[config.mk]
export PLATFORM = sky130hd
export DESIGN_NAME = motor_mixer_flat
export DESIGN_NICKNAME = d
export VERILOG_FILES = /design/src/rtl/motor_mixer_if.sv /design/src/rtl/motor_mixer.sv /design/src/flat_wrapper.sv
export SDC_FILE = /design/constraint.sdc
export NUM_CORES = 1
export LEC_CHECK = 0
export BUFFER_PORTS_ARGS = -buffer_cell sky130_fd_sc_hd__buf_4
export CAP_MARGIN = 20
export CORE_MARGIN = 2
export CORE_UTILIZATION = 42
export CTS_BUF_LIST = sky130_fd_sc_hd__clkbuf_4
export DETAILED_ROUTE_END_ITERATION = 10
export HOLD_SLACK_MARGIN = 0.1
export PLACE_DENSITY_LB_ADDON = 0.12
export SETUP_SLACK_MARGIN = 0.1
export SLEW_MARGIN = 30
export SYNTH_ARGS = -nofsm -noshare
export SYNTH_HDL_FRONTEND = slang
export SYNTH_SLANG_ARGS = --single-unit
[constraint.sdc]
create_clock -name CLK -period 8.76 [get_ports CLK]
set_clock_uncertainty 0.1 [all_clocks]
set_input_delay 1.752 -clock CLK [delete_from_list [all_inputs] [get_ports CLK]]
set_output_delay 1.752 -clock CLK [all_outputs]
set_load 0.01 [all_outputs]
[src/rtl/motor_mixer_if.sv]
// +--------------------------------------------------------------------------+
// | Module      : motor_mixer_if                                              |
// | Description : Command/gyro inputs and motor outputs of the quad-X mixer.  |
// |               master = command source side, slave = mixer side.          |
// | Revision    : 1.0  initial release                                        |
// +--------------------------------------------------------------------------+
`default_nettype none

interface motor_mixer_if;
   logic        UPDATE;
   logic [9:0]  THROTTLE;
   logic [9:0]  AILERON;
   logic [9:0]  ELEVATOR;
   logic [9:0]  RUDDER;
   logic [15:0] GYRO_X;
   logic [15:0] GYRO_Y;
   logic [15:0] GYRO_Z;
   logic [9:0]  MOTOR0;
   logic [9:0]  MOTOR1;
   logic [9:0]  MOTOR2;
   logic [9:0]  MOTOR3;
   logic        VALID;
   logic        ARMED;

   modport master (
      output UPDATE, THROTTLE, AILERON, ELEVATOR, RUDDER,
      output GYRO_X, GYRO_Y, GYRO_Z,
      input  MOTOR0, MOTOR1, MOTOR2, MOTOR3, VALID, ARMED
   );

   modport slave (
      input  UPDATE, THROTTLE, AILERON, ELEVATOR, RUDDER,
      input  GYRO_X, GYRO_Y, GYRO_Z,
      output MOTOR0, MOTOR1, MOTOR2, MOTOR3, VALID, ARMED
   );
endinterface

`default_nettype wire

[src/rtl/motor_mixer.sv]
// +--------------------------------------------------------------------------+
// | Module      : motor_mixer                                                 |
// | Description : Quad-X motor mixer, 3-stage pipeline (stick offsets and     |
// |               gyro correction, mixing sums, clamp/arm gating) plus a      |
// |               stick-gesture arm/disarm state machine.                     |
// |               Build macro MOTOR_MIXER_GYRO_EN enables gyro correction;    |
// |               without it the gyro inputs are ignored (pure stick mixing). |
// | Revision    : 1.0  initial release                                        |
// +--------------------------------------------------------------------------+
`default_nettype none

module motor_mixer #(
   parameter int KP_SHIFT   = 6,
   parameter int THR_MIN    = 40,
   parameter int RUD_ARM_HI = 960,
   parameter int RUD_ARM_LO = 64,
   parameter int ARM_HOLD   = 100,
   parameter int MOTOR_IDLE = 60
) (
   input  logic          CLK,
   input  logic          RST,
   motor_mixer_if.slave  mix_io
);

   localparam int         c_CNT_W      = $clog2(ARM_HOLD + 1);
   localparam logic [9:0] c_THR_MIN    = 10'(THR_MIN);
   localparam logic [9:0] c_RUD_ARM_HI = 10'(RUD_ARM_HI);
   localparam logic [9:0] c_RUD_ARM_LO = 10'(RUD_ARM_LO);
   localparam logic [9:0] c_MOTOR_IDLE = 10'(MOTOR_IDLE);
   localparam logic [c_CNT_W-1:0] c_ARM_LAST = c_CNT_W'(ARM_HOLD - 1);
   localparam logic [c_CNT_W-1:0] c_CNT_ONE  = c_CNT_W'(1);

   localparam logic [0:0] c_ST_DISARMED = 1'b0;
   localparam logic [0:0] c_ST_ARMED    = 1'b1;

   // ---------------------------------------------------------------------
   // Stage 1 signals: centred sticks and scaled gyro rates
   // ---------------------------------------------------------------------
   logic signed [10:0] a_d, e_d, r_d;
   logic signed [10:0] a_q, e_q, r_q;
   logic signed [13:0] gx_d, gy_d, gz_d;
   logic signed [13:0] gx_q, gy_q, gz_q;
   logic [9:0]         t1_q;
   logic               v1_q;

   // ---------------------------------------------------------------------
   // Stage 2 signals: per-motor mixing sums
   // ---------------------------------------------------------------------
   logic signed [13:0] roll_d, pitch_d, yaw_d, thr_d;
   logic [3:0][13:0]   m_d;
   logic [3:0][13:0]   m_q;
   logic [9:0]         t2_q;
   logic               v2_q;

   // ---------------------------------------------------------------------
   // Stage 3 signals: gated, clamped motor commands
   // ---------------------------------------------------------------------
   logic [3:0][9:0]    motor_d;
   logic [3:0][9:0]    motor_q;
   logic               valid_q;

   // ---------------------------------------------------------------------
   // Arm FSM signals
   // ---------------------------------------------------------------------
   logic [0:0]         state_d, state_q;
   logic [c_CNT_W-1:0] cnt_d, cnt_q;
   logic               w_thr_low;
   logic               w_arm_gesture;
   logic               w_disarm_gesture;

   // Centre the stick commands around zero (11-bit signed, -512..511).
   always_comb begin
      a_d = $signed({1'b0, mix_io.AILERON}  - 11'd512);
      e_d = $signed({1'b0, mix_io.ELEVATOR} - 11'd512);
      r_d = $signed({1'b0, mix_io.RUDDER}   - 11'd512);
   end

`ifdef MOTOR_MIXER_GYRO_EN
   // Scale the gyro rates; the arithmetic shift keeps the sign, and after a
   // shift of 2 or more the result always fits in 14 bits.
   always_comb begin
      gx_d = 14'($signed(mix_io.GYRO_X) >>> KP_SHIFT);
      gy_d = 14'($signed(mix_io.GYRO_Y) >>> KP_SHIFT);
      gz_d = 14'($signed(mix_io.GYRO_Z) >>> KP_SHIFT);
   end
`else
   // Gyro correction disabled: rate terms are zero, stick mixing only.
   always_comb begin
      gx_d = '0;
      gy_d = '0;
      gz_d = '0;
   end

   // Gyro inputs and shift are intentionally left unconnected in this build.
   logic w_gyro_unused;
   assign w_gyro_unused = ^{mix_io.GYRO_X, mix_io.GYRO_Y, mix_io.GYRO_Z};
   localparam int c_KP_SHIFT_unused = KP_SHIFT;
`endif

   // Stage 1 register: capture offsets, scaled rates and throttle on UPDATE.
   always_ff @(posedge CLK) begin
      if (RST) begin
         v1_q <= 1'b0;
         a_q  <= '0;
         e_q  <= '0;
         r_q  <= '0;
         gx_q <= '0;
         gy_q <= '0;
         gz_q <= '0;
         t1_q <= '0;
      end else begin
         v1_q <= mix_io.UPDATE;
         if (mix_io.UPDATE) begin
            a_q  <= a_d;
            e_q  <= e_d;
            r_q  <= r_d;
            gx_q <= gx_d;
            gy_q <= gy_d;
            gz_q <= gz_d;
            t1_q <= mix_io.THROTTLE;
         end
      end
   end

   // Axis terms and quad-X mixing; 14 bits hold the worst case
   // (1023 + 3 * 1024) so no intermediate can wrap.
   always_comb begin
      roll_d  = $signed({{3{a_q[10]}}, a_q}) - gx_q;
      pitch_d = $signed({{3{e_q[10]}}, e_q}) - gy_q;
      yaw_d   = $signed({{3{r_q[10]}}, r_q}) - gz_q;
      thr_d   = $signed({4'd0, t1_q});
      m_d[0]  = thr_d + roll_d - pitch_d - yaw_d;   // front-left
      m_d[1]  = thr_d - roll_d - pitch_d + yaw_d;   // front-right
      m_d[2]  = thr_d - roll_d + pitch_d - yaw_d;   // rear-right
      m_d[3]  = thr_d + roll_d + pitch_d + yaw_d;   // rear-left
   end

   // Stage 2 register: mixing sums and throttle for the idle check.
   always_ff @(posedge CLK) begin
      if (RST) begin
         v2_q <= 1'b0;
         m_q  <= '0;
         t2_q <= '0;
      end else begin
         v2_q <= v1_q;
         if (v1_q) begin
            m_q  <= m_d;
            t2_q <= t1_q;
         end
      end
   end

   // Saturate a signed 14-bit sum into the unsigned 0..1023 motor range.
   function automatic logic [9:0] clamp10(input logic [13:0] s);
      if (s[13]) begin
         return 10'd0;
      end else if (|s[12:10]) begin
         return 10'd1023;
      end else begin
         return s[9:0];
      end
   endfunction

   // Output selection: off when disarmed, idle on low throttle, else mix.
   // The arm state is the one current at this stage, so a disarm takes
   // effect on the very next result.
   always_comb begin
      motor_d = '0;
      for (int i = 0; i < 4; i++) begin
         if (state_q != c_ST_ARMED) begin
            motor_d[i] = 10'd0;
         end else if (t2_q <= c_THR_MIN) begin
            motor_d[i] = c_MOTOR_IDLE;
         end else begin
            motor_d[i] = clamp10(m_q[i]);
         end
      end
   end

   // Stage 3 register: outputs hold between results, VALID pulses once.
   always_ff @(posedge CLK) begin
      if (RST) begin
         valid_q <= 1'b0;
         motor_q <= '0;
      end else begin
         valid_q <= v2_q;
         if (v2_q) begin
            motor_q <= motor_d;
         end
      end
   end

   // Gesture decode from the raw sticks.
   always_comb begin
      w_thr_low        = (mix_io.THROTTLE <= c_THR_MIN);
      w_arm_gesture    = w_thr_low && (mix_io.RUDDER >= c_RUD_ARM_HI);
      w_disarm_gesture = w_thr_low && (mix_io.RUDDER <= c_RUD_ARM_LO);
   end

   // Arm FSM next state: count consecutive qualifying strobes; any
   // non-qualifying strobe restarts the count.
   always_comb begin
      state_d = state_q;
      cnt_d   = cnt_q;
      if (mix_io.UPDATE) begin
         case (state_q)
            c_ST_DISARMED: begin
               if (!w_arm_gesture) begin
                  cnt_d = '0;
               end else if (cnt_q == c_ARM_LAST) begin
                  cnt_d   = '0;
                  state_d = c_ST_ARMED;
               end else begin
                  cnt_d = cnt_q + c_CNT_ONE;
               end
            end
            c_ST_ARMED: begin
               if (!w_disarm_gesture) begin
                  cnt_d = '0;
               end else if (cnt_q == c_ARM_LAST) begin
                  cnt_d   = '0;
                  state_d = c_ST_DISARMED;
               end else begin
                  cnt_d = cnt_q + c_CNT_ONE;
               end
            end
            default: begin
               cnt_d   = '0;
               state_d = c_ST_DISARMED;
            end
         endcase
      end
   end

   // Arm FSM state register.
   always_ff @(posedge CLK) begin
      if (RST) begin
         state_q <= c_ST_DISARMED;
         cnt_q   <= '0;
      end else begin
         state_q <= state_d;
         cnt_q   <= cnt_d;
      end
   end

   assign mix_io.MOTOR0 = motor_q[0];
   assign mix_io.MOTOR1 = motor_q[1];
   assign mix_io.MOTOR2 = motor_q[2];
   assign mix_io.MOTOR3 = motor_q[3];
   assign mix_io.VALID  = valid_q;
   assign mix_io.ARMED  = (state_q == c_ST_ARMED);

endmodule

`default_nettype wire
[src/flat_wrapper.sv]
// flat-port wrapper written by rule: the top's interface ports become plain ports
module motor_mixer_flat 
#(
   parameter int KP_SHIFT   = 6,
   parameter int THR_MIN    = 40,
   parameter int RUD_ARM_HI = 960,
   parameter int RUD_ARM_LO = 64,
   parameter int ARM_HOLD   = 100,
   parameter int MOTOR_IDLE = 60
)
  (CLK, RST, mix_io_UPDATE, mix_io_THROTTLE, mix_io_AILERON, mix_io_ELEVATOR, mix_io_RUDDER, mix_io_GYRO_X, mix_io_GYRO_Y, mix_io_GYRO_Z, mix_io_MOTOR0, mix_io_MOTOR1, mix_io_MOTOR2, mix_io_MOTOR3, mix_io_VALID, mix_io_ARMED);
  motor_mixer_if mix_io_i ();
  input  logic CLK;
  input  logic RST;
  input wire logic [$bits(mix_io_i.UPDATE)-1:0] mix_io_UPDATE;
  input wire logic [$bits(mix_io_i.THROTTLE)-1:0] mix_io_THROTTLE;
  input wire logic [$bits(mix_io_i.AILERON)-1:0] mix_io_AILERON;
  input wire logic [$bits(mix_io_i.ELEVATOR)-1:0] mix_io_ELEVATOR;
  input wire logic [$bits(mix_io_i.RUDDER)-1:0] mix_io_RUDDER;
  input wire logic [$bits(mix_io_i.GYRO_X)-1:0] mix_io_GYRO_X;
  input wire logic [$bits(mix_io_i.GYRO_Y)-1:0] mix_io_GYRO_Y;
  input wire logic [$bits(mix_io_i.GYRO_Z)-1:0] mix_io_GYRO_Z;
  output wire logic [$bits(mix_io_i.MOTOR0)-1:0] mix_io_MOTOR0;
  output wire logic [$bits(mix_io_i.MOTOR1)-1:0] mix_io_MOTOR1;
  output wire logic [$bits(mix_io_i.MOTOR2)-1:0] mix_io_MOTOR2;
  output wire logic [$bits(mix_io_i.MOTOR3)-1:0] mix_io_MOTOR3;
  output wire logic [$bits(mix_io_i.VALID)-1:0] mix_io_VALID;
  output wire logic [$bits(mix_io_i.ARMED)-1:0] mix_io_ARMED;
  assign mix_io_i.UPDATE = mix_io_UPDATE;
  assign mix_io_i.THROTTLE = mix_io_THROTTLE;
  assign mix_io_i.AILERON = mix_io_AILERON;
  assign mix_io_i.ELEVATOR = mix_io_ELEVATOR;
  assign mix_io_i.RUDDER = mix_io_RUDDER;
  assign mix_io_i.GYRO_X = mix_io_GYRO_X;
  assign mix_io_i.GYRO_Y = mix_io_GYRO_Y;
  assign mix_io_i.GYRO_Z = mix_io_GYRO_Z;
  assign mix_io_MOTOR0 = mix_io_i.MOTOR0;
  assign mix_io_MOTOR1 = mix_io_i.MOTOR1;
  assign mix_io_MOTOR2 = mix_io_i.MOTOR2;
  assign mix_io_MOTOR3 = mix_io_i.MOTOR3;
  assign mix_io_VALID = mix_io_i.VALID;
  assign mix_io_ARMED = mix_io_i.ARMED;
  motor_mixer #(.KP_SHIFT(KP_SHIFT), .THR_MIN(THR_MIN), .RUD_ARM_HI(RUD_ARM_HI), .RUD_ARM_LO(RUD_ARM_LO), .ARM_HOLD(ARM_HOLD), .MOTOR_IDLE(MOTOR_IDLE)) u_core (.CLK(CLK), .RST(RST), .mix_io(mix_io_i));
endmodule
==> impl_metrics.json <==
{
  "layout-drive-gt1-share": 0.0978,
  "r2r_cells": 20,
  "hold_viol": 0,
  "grt_max_degree": 78,
  "grt.overflow.total": 0,
  "hold_path.class": "flop to flop",
  "worst_hold_path.num_cells": 2,
  "grt_pass1_wl_mm": 47.1,
  "grtUsageTotal": 0.210,
  "reg2reg_slack_ns": 3.63,
  "worstHoldStart": "u_core.m_q[39]",
  "gr-usage-met2": 0.340,
  "maxSlewViolCount": 0,
  "crit_type": "flop to flop",
  "final_util": 0.472,
  "ant_nets": 0,
  "yosys.area.top_type_share": 0.283,
  "routed_wirelength_mm": 29.0,
  "synthTopCellsByArea": "dfxtp_1 (28%), ha_1 (14%), mux2i_1 (5.4%)",
  "synth_largest_area_cell": "dfxtp_1",
  "hold_buffers": 0,
  "dr.pass1.iters": 6,
  "cp.required_ns": 9.14,
  "ys_seq_area_frac": 0.283,
  "finalCriticalPeriod_ns": 5.13,
  "worst_hold_path.endpoint": "u_core.m_q[39]",
  "syn_nets": 1554,
  "cts_resized": 0,
  "vias_per_cell": 5.40,
  "area_growth_pct": 10.5,
  "tns_ns": 0,
  "final_cell_mix": "dfxtp_1 (156), nor2_1 (138), ha_1 (126), a21oi_1 (93), buf_4 (87)",
  "worstMarginPinSlew_ns": 0.994,
  "cts-root-buf": "clkbuf_4",
  "vias": 9341,
  "clock.fmax_mhz": 195,
  "postCtsSetupBuffers": 0,
  "startpoint_type": "flop",
  "die_h_um": 167,
  "cts_buffers": 17,
  "status": "complete, no violations",
  "multi_input_area_um2": 7470,
  "hpwl_mm": 22.5,
  "synthArstFlopShare": 0,
  "ys.flop_type": "dfxtp_1",
  "reg2reg_to": "u_core.m_q[13]",
  "netlist_area_um2": 11100,
  "io_buffers": 84,
  "nNetsFinal": 1604,
  "rsz0062_at_grt": "no",
  "crit_path_end_kind": "flop",
  "arrival_ns": 5.51,
  "reg2reg_from": "u_core.a_q[1]",
  "die_width_um": 167,
  "clk_path_buf_depth": 2,
  "fill_cells": 2628,
  "routabilityCongestion": 0.893,
  "path_clk_slew_ns": 0.16,
  "first_global_vias": 8764,
  "hold_slack_ns": 0.359,
  "core_region_area_um2": 26100,
  "rows": 59,
  "drt_iter0_drc": 499,
  "ios": 133,
  "drc": 0,
  "dieArea_um2": 27800,
  "cts_tree": "built",
  "antenna_found_initial": 1,
  "h-tree-depth": 4,
  "synth_edf_count": 0,
  "p_leak_uw": 0.00513,
  "avgRoutedWirePerCell_um": 16.8,
  "yosysUniqueCellTypes": 81,
  "syn_avg_cell_area_um2": 8.38,
  "seq_area_um2": 3140,
  "start_util": 0.427,
  "final_area_um2": 12300,
  "p_per_area_nw_per_um2": 225,
  "synth-seq-cells": 157,
  "globalRouteMet3Util": 0.0280,
  "final_common_cell": "dfxtp_1",
  "clock_sinks": 157,
  "maxCapViolCount": 0,
  "crit_fanout": 8,
  "min_period_over_period": 0.586,
  "grt_util_met1": 0.294,
  "busiest_layer": "met2",
  "place_area_um2": 12000,
  "syn_inst": 1327,
  "worstSkewPairLatency_ns": 0.60,
  "setup_viol": 0,
  "finalPower_uw": 2760,
  "timing.slew.headroom": 0.336,
  "ir_drop_uv": 128,
  "synth-warning-count": 0
}
[final cells by class]
cell class | count | area share
Antenna cell | 5 | 0.00102
Clock buffer | 17 | 0.0104
Clock inverter | 15 | 0.0136
Inverter | 79 | 0.0241
Multi-Input combinational cell | 1035 | 0.608
Sequential cell | 157 | 0.256
Tap cell | 335 | 0.0341
Timing Repair Buffer | 87 | 0.0531
[stage by stage]
step / std cells / worst slack, ns
detailed placement: 1693 / 3.70
finish: 1730 / 3.63
global route: 1730 / 3.13
global placement: 1693 / 3.71
CTS: 1725 / 3.62
floorplan: 1327 / 4.28
[where the power goes]
group	total [uW]	leakage [uW]	internal, uW	switching (uW)
clock	465	0.000160	133	332
sequential	829	0.00128	780	49.0
combinational	1470	0.00369	592	877
[synth_stat cells, drive strengths merged (4+ instances only)]
master  instances
nand3b          4
fa             10
or4             4
o21a           15
xnor2          51
a211oi         25
mux2i          60
a21o           18
nand2b         56
nand3          17
clkbuf         41
o41ai           5
buf            15
ha            126
o211ai          4
o21bai         14
o31a            4
nor2          139
inv            78
nand2          52
o31ai          10
a311oi          4
nor3           33
and3           14
or3             8
dfxtp         157
a21oi          93
nor2b          22
a31o            6
xor2           32
a31oi          33
nor4            7
o41a            5
nor3b           4
nand4b          5
nand4           6
o21ai          97
[logic make-up after synthesis]
logic type | after synthesis | share of synthesized area
xor+xnor | 83 | 0.0654
mux | 60 | 0.0540
buf+inv | 135 | 0.0467
fa+ha+maj | 136 | 0.160
simple gates | 383 | 0.173
flops | 157 | 0.283
compound gates | 373 | 0.218
[flip-flops by register name (all words and copies together), names as in the netlist]
| name | cells |
|---|---|
| u_core.a_q | 10 |
| u_core.cnt_q | 7 |
| u_core.e_q | 10 |
| u_core.m_q | 56 |
| u_core.mix_io.ARMED | 1 |
| u_core.mix_io.MOTOR0 | 10 |
| u_core.mix_io.MOTOR1 | 10 |
| u_core.mix_io.MOTOR2 | 10 |
| u_core.mix_io.MOTOR3 | 10 |
| u_core.mix_io.VALID | 1 |
| u_core.r_q | 10 |
| u_core.t1_q | 10 |
| u_core.t2_q | 10 |
| u_core.v1_q | 1 |
| u_core.v2_q | 1 |
[how the worst max path moves through the flow]
stage	from	end	slack, ns
2_1_floorplan	u_core.t1_q[0]	u_core.m_q[13]	4.28
3_3_place_gp	u_core.a_q[1]	u_core.m_q[13]	3.71
3_5_place_dp	u_core.a_q[1]	u_core.m_q[39]	3.70
4_1_cts	u_core.a_q[1]	u_core.m_q[13]	3.62
5_1_grt	u_core.t1_q[0]	u_core.m_q[13]	3.13
6_report	u_core.a_q[1]	u_core.m_q[13]	3.63
[metal layers]
metal  wire length [um]  part of all wire  vias up
li1                   -                 -     4853
met1              14400              0.50     4286
met2              13100              0.45      176
met3                986             0.034       26
met4                513             0.018        0
met5                  0                 0        -
[worst max-delay path: stages (launching register included)]
cell and delay [ns]:
dfxtp_1 0.43, inv_1 0.10, ha_1 0.29, nand2b_1 0.10
a21oi_1 0.08, o21ai_1 0.20, nand2_1 0.10, o41ai_1 0.38
xnor2_1 0.17, ha_1 0.48, o21ai_0 0.15, a31oi_1 0.35
mux2i_1 0.23, nand2_1 0.10, ha_1 0.38, a21o_1 0.21
a31oi_1 0.22, or3b_1 0.39, o221ai_2 0.19, nor3_1 0.10
a2111oi_2 0.26
Power figures use the tool's default switching activity.
